## src/rtl/maze_pkg.sv

```systemverilog
// Shared types and constants for the maze game front end:
// move codes, PS/2 set-2 scan codes and parser states.
package maze_pkg;

  typedef enum logic [2:0] {
    MOVE_NONE  = 3'd0,
    MOVE_LEFT  = 3'd1,
    MOVE_RIGHT = 3'd2,
    MOVE_UP    = 3'd3,
    MOVE_DOWN  = 3'd4
  } move_t;

  typedef enum logic [1:0] {
    P_IDLE,
    P_E0,
    P_F0,
    P_E0F0
  } pstate_t;

  localparam logic [7:0] SC_E0    = 8'hE0;
  localparam logic [7:0] SC_F0    = 8'hF0;
  localparam logic [7:0] SC_LEFT  = 8'h6B;
  localparam logic [7:0] SC_RIGHT = 8'h74;
  localparam logic [7:0] SC_UP    = 8'h75;
  localparam logic [7:0] SC_DOWN  = 8'h72;
  localparam logic [7:0] SC_A     = 8'h1C;
  localparam logic [7:0] SC_D     = 8'h23;
  localparam logic [7:0] SC_W     = 8'h1D;
  localparam logic [7:0] SC_S     = 8'h1B;

  function automatic move_t dir_of(
    input logic [7:0] code,
    input logic       ext,
    input logic       wasd
  );
    dir_of = MOVE_NONE;
    if (ext) begin
      case (code)
        SC_LEFT:  dir_of = MOVE_LEFT;
        SC_RIGHT: dir_of = MOVE_RIGHT;
        SC_UP:    dir_of = MOVE_UP;
        SC_DOWN:  dir_of = MOVE_DOWN;
        default:  dir_of = MOVE_NONE;
      endcase
    end else if (wasd) begin
      case (code)
        SC_A:    dir_of = MOVE_LEFT;
        SC_D:    dir_of = MOVE_RIGHT;
        SC_W:    dir_of = MOVE_UP;
        SC_S:    dir_of = MOVE_DOWN;
        default: dir_of = MOVE_NONE;
      endcase
    end
  endfunction

  function automatic move_t held_pick(input logic [3:0] h);
    if (h[0])      held_pick = MOVE_LEFT;
    else if (h[1]) held_pick = MOVE_RIGHT;
    else if (h[2]) held_pick = MOVE_UP;
    else if (h[3]) held_pick = MOVE_DOWN;
    else           held_pick = MOVE_NONE;
  endfunction

endpackage

```

## src/rtl/key_move_decoder_if.sv

```systemverilog
// Scan-byte input, controller key-register controls
// and decoded move outputs of the key decoder.
interface key_move_decoder_if;
  logic [7:0] scan_code;
  logic       scan_valid;
  logic       en_key;
  logic       s_key;
  logic [2:0] move;
  logic [3:0] key_held;
  logic       parse_abort;

  modport master (
    output scan_code, scan_valid, en_key, s_key,
    input  move, key_held, parse_abort
  );

  modport slave (
    input  scan_code, scan_valid, en_key, s_key,
    output move, key_held, parse_abort
  );
endinterface

```

## src/rtl/ps2_prefix_parser.sv

```systemverilog
// Tracks E0/F0 prefixes of PS/2 set-2 bytes and emits one
// strobe per completed code; abandons stalled prefixes.
module ps2_prefix_parser
  import maze_pkg::*;
#(
  parameter logic [15:0] PREFIX_TIMEOUT = 16'd50000
) (
  input  logic       clk,
  input  logic       reset,
  input  logic [7:0] scan_code,
  input  logic       scan_valid,
  output logic       code_strobe,
  output logic [7:0] code,
  output logic       extended,
  output logic       is_break,
  output logic       parse_abort
);

  pstate_t     state;
  logic [15:0] cnt;

  // Prefix state, stall counter and registered abort pulse
  always_ff @(posedge clk or posedge reset) begin
    if (reset) begin
      state       <= P_IDLE;
      cnt         <= '0;
      parse_abort <= 1'b0;
    end else begin
      parse_abort <= 1'b0;
      if (scan_valid) begin
        cnt <= '0;
        case (state)
          P_IDLE: begin
            if (scan_code == SC_E0)      state <= P_E0;
            else if (scan_code == SC_F0) state <= P_F0;
            else                         state <= P_IDLE;
          end
          P_E0: begin
            if (scan_code == SC_F0) state <= P_E0F0;
            else                    state <= P_IDLE;
          end
          default: state <= P_IDLE;
        endcase
      end else if (state != P_IDLE) begin
        if (cnt == PREFIX_TIMEOUT - 16'd1) begin
          state       <= P_IDLE;
          cnt         <= '0;
          parse_abort <= 1'b1;
        end else begin
          cnt <= cnt + 16'd1;
        end
      end else begin
        cnt <= '0;
      end
    end
  end

  // A byte that completes a code is reported in its own cycle
  always_comb begin
    code_strobe = 1'b0;
    extended    = 1'b0;
    is_break    = 1'b0;
    code        = scan_code;
    if (scan_valid) begin
      case (state)
        P_IDLE: begin
          code_strobe = (scan_code != SC_E0) &&
                        (scan_code != SC_F0);
        end
        P_E0: begin
          code_strobe = (scan_code != SC_F0);
          extended    = 1'b1;
        end
        P_F0: begin
          code_strobe = 1'b1;
          is_break    = 1'b1;
        end
        default: begin
          code_strobe = 1'b1;
          extended    = 1'b1;
          is_break    = 1'b1;
        end
      endcase
    end
  end

endmodule

```

## src/rtl/key_move_decoder.sv

```systemverilog
// PS/2 direction keys to a registered 3-bit move code,
// with held-key tracking and a latched last press.
module key_move_decoder
  import maze_pkg::*;
#(
  parameter logic [15:0] PREFIX_TIMEOUT = 16'd50000,
  parameter bit          WASD_EN        = 1'b1
) (
  input  logic             clk,
  input  logic             reset,
  key_move_decoder_if.slave bus
);

  logic       code_strobe;
  logic [7:0] code;
  logic       extended;
  logic       is_break;
  logic       parse_abort;

  ps2_prefix_parser #(
    .PREFIX_TIMEOUT(PREFIX_TIMEOUT)
  ) u_parser (
    .clk        (clk),
    .reset      (reset),
    .scan_code  (bus.scan_code),
    .scan_valid (bus.scan_valid),
    .code_strobe(code_strobe),
    .code       (code),
    .extended   (extended),
    .is_break   (is_break),
    .parse_abort(parse_abort)
  );

  move_t      move_q;
  move_t      pending;
  move_t      pend_n;
  move_t      dir;
  move_t      resolved;
  logic [3:0] key_held;
  logic [3:0] held_n;
  logic [1:0] idx;

  assign dir = dir_of(code, extended, WASD_EN);
  assign idx = dir[1:0] - 2'd1;
  assign resolved = (pending != MOVE_NONE) ?
                    pending : held_pick(key_held);

  // Key-register side effects first, then the new key event
  always_comb begin
    held_n = key_held;
    pend_n = pending;
    if (bus.en_key) begin
      pend_n = MOVE_NONE;
      if (!bus.s_key) held_n = '0;
    end
    if (code_strobe && dir != MOVE_NONE) begin
      held_n[idx] = !is_break;
      if (!is_break) pend_n = dir;
    end
  end

  // Move, held mask and pending press registers
  always_ff @(posedge clk or posedge reset) begin
    if (reset) begin
      move_q   <= MOVE_NONE;
      pending  <= MOVE_NONE;
      key_held <= '0;
    end else begin
      key_held <= held_n;
      pending  <= pend_n;
      if (bus.en_key)
        move_q <= bus.s_key ? resolved : MOVE_NONE;
    end
  end

  assign bus.move        = move_q;
  assign bus.key_held    = key_held;
  assign bus.parse_abort = parse_abort;

endmodule

```

## src/flat_wrapper.sv

```systemverilog
// flat-port wrapper written by rule: the top's interface ports become plain ports
module key_move_decoder_flat import maze_pkg::*;
#(
  parameter logic [15:0] PREFIX_TIMEOUT = 16'd50000,
  parameter bit          WASD_EN        = 1'b1
)
  (clk, reset, bus_scan_code, bus_scan_valid, bus_en_key, bus_s_key, bus_move, bus_key_held, bus_parse_abort);
  key_move_decoder_if bus_i ();
  input  logic clk;
  input  logic reset;
  input wire logic [$bits(bus_i.scan_code)-1:0] bus_scan_code;
  input wire logic [$bits(bus_i.scan_valid)-1:0] bus_scan_valid;
  input wire logic [$bits(bus_i.en_key)-1:0] bus_en_key;
  input wire logic [$bits(bus_i.s_key)-1:0] bus_s_key;
  output wire logic [$bits(bus_i.move)-1:0] bus_move;
  output wire logic [$bits(bus_i.key_held)-1:0] bus_key_held;
  output wire logic [$bits(bus_i.parse_abort)-1:0] bus_parse_abort;
  assign bus_i.scan_code = bus_scan_code;
  assign bus_i.scan_valid = bus_scan_valid;
  assign bus_i.en_key = bus_en_key;
  assign bus_i.s_key = bus_s_key;
  assign bus_move = bus_i.move;
  assign bus_key_held = bus_i.key_held;
  assign bus_parse_abort = bus_i.parse_abort;
  key_move_decoder #(.PREFIX_TIMEOUT(PREFIX_TIMEOUT), .WASD_EN(WASD_EN)) u_core (.clk(clk), .reset(reset), .bus(bus_i));
endmodule
```

## config.mk

```make
export PLATFORM = sky130hd
export DESIGN_NAME = key_move_decoder_flat
export DESIGN_NICKNAME = d
export VERILOG_FILES = /design/src/rtl/maze_pkg.sv /design/src/rtl/key_move_decoder_if.sv /design/src/rtl/ps2_prefix_parser.sv /design/src/rtl/key_move_decoder.sv /design/src/flat_wrapper.sv
export SDC_FILE = /design/constraint.sdc
export NUM_CORES = 1
export LEC_CHECK = 0
export BUFFER_PORTS_ARGS = -buffer_cell sky130_fd_sc_hd__buf_2
export CORE_UTILIZATION = 59
export CTS_BUF_LIST = sky130_fd_sc_hd__clkbuf_4
export CTS_CLUSTER_DIAMETER = 30
export DETAILED_ROUTE_END_ITERATION = 8
export GPL_TIMING_DRIVEN = 0
export PLACE_DENSITY = 0.77
export SLEW_MARGIN = 15
export SYNTH_ARGS = -nofsm -noshare
export SYNTH_HDL_FRONTEND = slang
export SYNTH_SLANG_ARGS = --single-unit
```

## constraint.sdc

```tcl
create_clock -name clk -period 2.1 [get_ports clk]
set_input_delay 0.42 -clock clk [delete_from_list [all_inputs] [get_ports clk]]
set_output_delay 0.42 -clock clk [all_outputs]
set_load 0.03 [all_outputs]
```

## After elaboration in Yosys (flattened, before gate mapping)

Index checks and enable logic that the tools add are counted.

| word-level totals | value |
|---|---|
| bits of input ports | 13 |
| word-level logic and storage cells | 75 |
| register bits | 29 |
| ROM bits | 0 |
| memory bits (writable) | 0 |
| bits in latches | 0 |
| memories | 0 |

| operators by class | value |
|---|---|
| multiplexer cells | 37 |
| multipliers | 0 |
| add/subtract/negate cells | 2 |
| div/mod/pow operators | 0 |
| eq/ne operators | 15 |
| shift-type cells | 0 |
| bitwise logic cells | 0 |
| $lt $le $gt $ge | 2 |
| reduce and logical (&&, ||, !) cells | 13 |

Operators with widths:

| cell | number |
|---|---|
| $mux 16 | 3 |
| $eq 8x7->1 const B | 4 |
| $mux 3 | 10 |
| $eq 8x5->1 const B | 3 |
| $pmux 3 s4 | 2 |
| $add 16x1->16 const B | 1 |
| $eq 16x16->1 const B | 1 |
| $eq 8x8->1 const B | 2 |
| $ne 8x8->1 const B | 2 |
| $mux 2 | 6 |
| $mux 4 | 3 |
| $mux 1 | 9 |
| $eq 8x6->1 const B | 1 |
| $reduce_bool 2->1 | 3 |
| $reduce_bool 3->1 | 2 |
| $bwmux 4 | 1 |
| $pmux 2 s2 | 1 |
| $reduce_or 2->1 | 2 |
| $logic_and 1x1->1 | 3 |
| $lt 2x3->1 const B | 1 |
| $demux 1 s2 | 1 |
| $eq 2x1->1 const B | 1 |
| $eq 2x2->1 const B | 1 |
| $ge 2x1->1 const B | 1 |
| other kinds (5) | 5 |

## Longest topological paths before layout

| logic depth | value |
|---|---|
| depth in word-level cells | 12 |
| gate-level depth with buffers | 7 |

## Modules after synthesis

Synthesis repeated with hierarchy kept, for this count alone.

| second synthesis, totals | value |
|---|---|
| cell total of the unflattened synthesis | 180 |
| area total of the unflattened synthesis | 1,672.9 sq um |

By module, submodules not included:

| module | area each (sq um) | cells an instance | instances |
|---|---|---|---|
| ps2_prefix_parser | 1,022.2 | 109 | 1 |
| key_move_decoder | 650.6 | 71 | 1 |

## Worst setup path after synthesis

Ideal clock, no wire load.

| path | value |
|---|---|
| path kind | input-to-reg |
| start | input bus_scan_code[4] |
| end | register u_core.pending[1] |
| required time | 1,975 ps |
| buffers on the path | 1 |
| setup slack | 270 ps |
| cell stages on the path | 6 |
| data arrival time | 1,705 ps |
| cell sequence | buf_2 and4bb_2 o2111ai_1 a211oi_1 a31oi_1 mux2_4 |

| between the ends | value |
|---|---|
| longest elaborated chain between the ends | 6 |
| elaborated cells on any way between the ends | 20 |

RTL lines:

| element | RTL line | RTL |
|---|---|---|
| start: declaration | flat_wrapper.sv:11 | `input wire logic [$bits(bus_i.scan_code)-1:0] bus_scan_code;` |
| $eq 8x5->1, or another cell as far along | maze_pkg.sv:46 | `case (code)` |
| $pmux 3 s4, or another cell as far along | maze_pkg.sv:46 |  |
| $mux 3 / $pmux 1 s2 (equally long branches) | maze_pkg.sv:37, ps2_prefix_parser.sv:65 |  |
| $reduce_bool 3->1 / $mux 1 (equally long branches) | key_move_decoder.sv:56, ps2_prefix_parser.sv:64 |  |
| $logic_and 1x1->1 | key_move_decoder.sv:56 | `if (code_strobe && dir != MOVE_NONE) begin` |
| $mux 3 * | key_move_decoder.sv:56 |  |
| net u_core.pend_n[1] | key_move_decoder.sv:36 | `move_t pend_n;` |
| end signal: assignment | key_move_decoder.sv:70 | `pending <= pend_n;` |
| end: declaration | key_move_decoder.sv:35 | `move_t pending;` |

The timed path passes the listed nets; every way through them passes the cells marked *.
A chain may end at the register's enable or synchronous reset.

## Worst setup path after layout

| path | value |
|---|---|
| start | register u_core.u_parser.state[1] |
| end | register u_core.pending[1] |

| between the ends | value |
|---|---|
| longest elaborated chain between the ends | 8 |
| elaborated cells on any way between the ends | 16 |

RTL lines:

| element | RTL line | RTL |
|---|---|---|
| start: declaration | ps2_prefix_parser.sv:19 | `pstate_t state;` |
| start signal: assignment | ps2_prefix_parser.sv:25 | `state <= P_IDLE;` |
| start signal: assignment | ps2_prefix_parser.sv:34 | `if (scan_code == SC_E0) state <= P_E0;` |
| start signal: assignment | ps2_prefix_parser.sv:35 | `else if (scan_code == SC_F0) state <= P_F0;` |
| $eq 2x2->1 / $logic_not 2->1 (equally long branches) | ps2_prefix_parser.sv:65 | `case (state)` |
| $reduce_or 2->1 (no source line) | n/a |  |
| $mux 1 | ps2_prefix_parser.sv:65 |  |
| $mux 1 | ps2_prefix_parser.sv:64 | `if (scan_valid) begin` |
| $mux 3 | maze_pkg.sv:37 | `if (ext) begin` |
| $reduce_bool 3->1 | key_move_decoder.sv:56 |  |
| $logic_and 1x1->1 | key_move_decoder.sv:56 |  |
| $mux 3 * | key_move_decoder.sv:56 |  |
| net u_core.pend_n[1] | key_move_decoder.sv:36 |  |

Marked as above.

==> flow_metrics.env <==
export IMPL_synth_net_count=187
export IMPL_clk_latency_ns=0.31
export IMPL_design_core_area_mm2=0.00257
export IMPL_ys_types=49
export IMPL_vias=1396
export IMPL_drtPass1Iterations=5
export IMPL_critPathRequiredTime_ns=2.31
export IMPL_hold_viol=0
export IMPL_grt_pass1_wl_mm=5.53
export IMPL_cts_resized=0
export IMPL_tightest_slew_ns=0.611
export IMPL_placed_cells=222
export IMPL_crit_path_top_delay_cell="dfrtp_1"
export IMPL_clk_pin_slew_ns=0.09
export IMPL_rsz0062_at_grt="false"
export IMPL_max_freq_ghz=0.508
export IMPL_yosysSeqAreaShare_pct=43.8
export IMPL_synth_most_common_cell="dfrtp_1"
export IMPL_postCtsHoldBufs=0
export IMPL_setup_viol=0
export IMPL_dp_hpwl_mm=2.48
export IMPL_via_per_inst=6.10
export IMPL_path_max_fanout=8
export IMPL_crit_chain="nor4b_2 -> a41o_1 -> a211oi_1 -> a31oi_1 -> mux2_4"
export IMPL_wirelength_mm=3.33
export IMPL_clockRootBuffer="clkbuf_4"
export IMPL_place_ws_ns=0.0161
export IMPL_hold_path_class="in2async"
export IMPL_drive_gt1_share_pct=18.1
export IMPL_synth_top_cells_by_count="29 x dfrtp_1, 23 x nor2_1, 16 x nand2_1"
export IMPL_num_antenna_cells=0
export IMPL_fin_cells=229
export IMPL_die_h_um=55.0
export IMPL_antenna_found_initial=0
export IMPL_cts_tree="yes"
export IMPL_tns_ns=0
export IMPL_gr_usage_all_layers_pct=26.3
export IMPL_multi_input_area_um2=888
export IMPL_die_area_mm2=0.00302
export IMPL_h_tree_depth=2
export IMPL_fillCellCount=218
export IMPL_first_iter_violations=28
export IMPL_syn_to_final_growth_pct=11.0
export IMPL_cp_arrival_ns=2.18
export IMPL_register_area_um2=726
export IMPL_port_buffers=19
export IMPL_max_stage_delay_ns=0.48
export IMPL_synth_top_area_share_pct=43.8
export IMPL_num_rows=18
export IMPL_startpoint_type="flip-flop"
export IMPL_peakVddDrop_uv=474
export IMPL_drv_slew=0
export IMPL_grt_ovfl_total=0
export IMPL_synth_seq_cells=29
export IMPL_crit_path_end_kind="flip-flop"
export IMPL_yosysWarnings=0
export IMPL_routedWlPerCell_um=14.5
export IMPL_fin_area_mm2=0.00184
export IMPL_synthesis_area_mm2=0.00166
export IMPL_drc_errors=0
export IMPL_gp_congestion=0.755
export IMPL_async_reset_ff_share_pct=100
export IMPL_fin_skew_ns=0.00792
export IMPL_final_antenna_net_count=0
export IMPL_criticalPathCategory="reg2reg"
export IMPL_final_nets=213
export IMPL_period_share_pct=93.8
export IMPL_die_width_um=55.0
export IMPL_ios=21
export IMPL_grt_pass1_vias=1289
export IMPL_slew_limit_headroom_pct=59.2
export IMPL_clock_path_buffers=2
export IMPL_synth_edf_count=0
export IMPL_clock_sinks=29
export IMPL_status="completed"
export IMPL_synth_area_leader_cell="dfrtp_1"
export IMPL_finalCriticalPeriod_ns=1.97
export IMPL_power_leakage_uw=0.000825
export IMPL_ys_flop_type="dfrtp_1"
export IMPL_synth_area_leaders="dfrtp_1 44%, nor2_1 5.2%, xor2_1 4.2%"
export IMPL_setup_slack_ns=0.130
export IMPL_cts_made_buffers=5
export IMPL_max_cap_violations=0
export IMPL_synth_cells=173
export IMPL_grt_max_degree=30
export IMPL_cts_setup_buffers=0
export IMPL_finalPower_uw=940
export IMPL_placed_area_mm2=0.00179
export IMPL_start_util_pct=64.5
export IMPL_postSynthAreaPerCell_um2=9.58
export IMPL_p_per_area_mw_per_mm2=511
path summary, 6_finish.rpt:
kind | from | endpoint | slack (ns) | cells past startpoint
worst max-delay path | u_core.u_parser.state[1]$_DFFE_PP0P_ | u_core.pending[1]$_DFF_PP0_ | 0.13 | 5
worst min-delay path | reset | u_core.pending[0]$_DFF_PP0_ | 0.18 | 2
worst max register to register | u_core.u_parser.state[1]$_DFFE_PP0P_ | u_core.pending[1]$_DFF_PP0_ | 0.13 | 5
worst min register to register | u_core.u_parser.cnt[0]$_DFF_PP0_ | u_core.u_parser.cnt[0]$_DFF_PP0_ | 0.46 | 1
max in group asynchronous | reset | u_core.u_parser.cnt[6]$_DFF_PP0_ | 1.52 | 2
min in group clk | bus_scan_valid | u_core.u_parser.state[1]$_DFFE_PP0P_ | 0.35 | 2
worst max-delay path: cells and delay by family, from the launching register on:
kind	cells	cell delay, ns
AO/OA/AOI/OAI	3	0.67
flip-flops	1	0.48
AND/OR/NAND/NOR	1	0.39
multiplexers	1	0.33
state kept, by name, indices dropped and copies added (netlist names):
name / count
u_core.u_parser.cnt: 16
u_core.bus.key_held: 4
u_core.bus.move: 3
u_core.pending: 3
u_core.u_parser.state: 2
u_core.u_parser.parse_abort: 1
layer usage:
layer	global-route usage [%]	vias up	wire length, um
met1	31.1	678	1450
met5	0	-	0
met2	44.4	37	1710
met4	10.4	0	20
met3	8.20	4	154
li1	-	677	-
report_power, final:
group / internal [uW] / switching, uW
Combinational: 26.1 / 47.5
Sequential: 561 / 2.49
Clock: 134 / 169
Total: 721 / 219
final cells by class:
type | count | area share (%)
clock buffer | 6 | 2.45
buffer | 3 | 1.29
tap | 30 | 2.04
sequential | 29 | 39.5
timing repair buffer | 19 | 5.17
clock inverter | 1 | 0.204
inverter | 5 | 1.02
multi-input combinational | 136 | 48.3
cells in the final DEF, fill, tap and decap left out, drive strengths merged, types with 5 or more instances in the layout:
| cell | Yosys | layout |
|---|---|---|
| dfrtp | 29 | 29 |
| buf | 3 | 22 |
| xnor2 | 7 | 7 |
| nand3 | 9 | 9 |
| inv | 5 | 5 |
| and3 | 5 | 5 |
| clkbuf | 0 | 6 |
| nand2 | 16 | 16 |
| xor2 | 8 | 8 |
| nand4 | 5 | 5 |
| nor2 | 23 | 23 |
| nor4 | 5 | 5 |
per-stage QoR:
stage / util, % / hold slack, ns
after floorplan: - / 0.430
after CTS: 71.6 / 0.335
after global placement: 69.7 / 0.448
after global routing: 71.6 / 0.209
after detailed placement: 69.7 / 0.462
final: 71.6 / 0.176
cell families (layout without fill, tap and decap cells):
family,Yosys count,after routing,synth area share (%)
buf+inv,8,34,2.57
mux,5,5,3.32
simple gates,92,92,31.0
compound gates,23,23,10.6
flops,29,29,43.8
fa+ha+maj,1,1,0.755
xor+xnor,15,15,7.93
No activity file was read; power rests on OpenSTA's default activity.
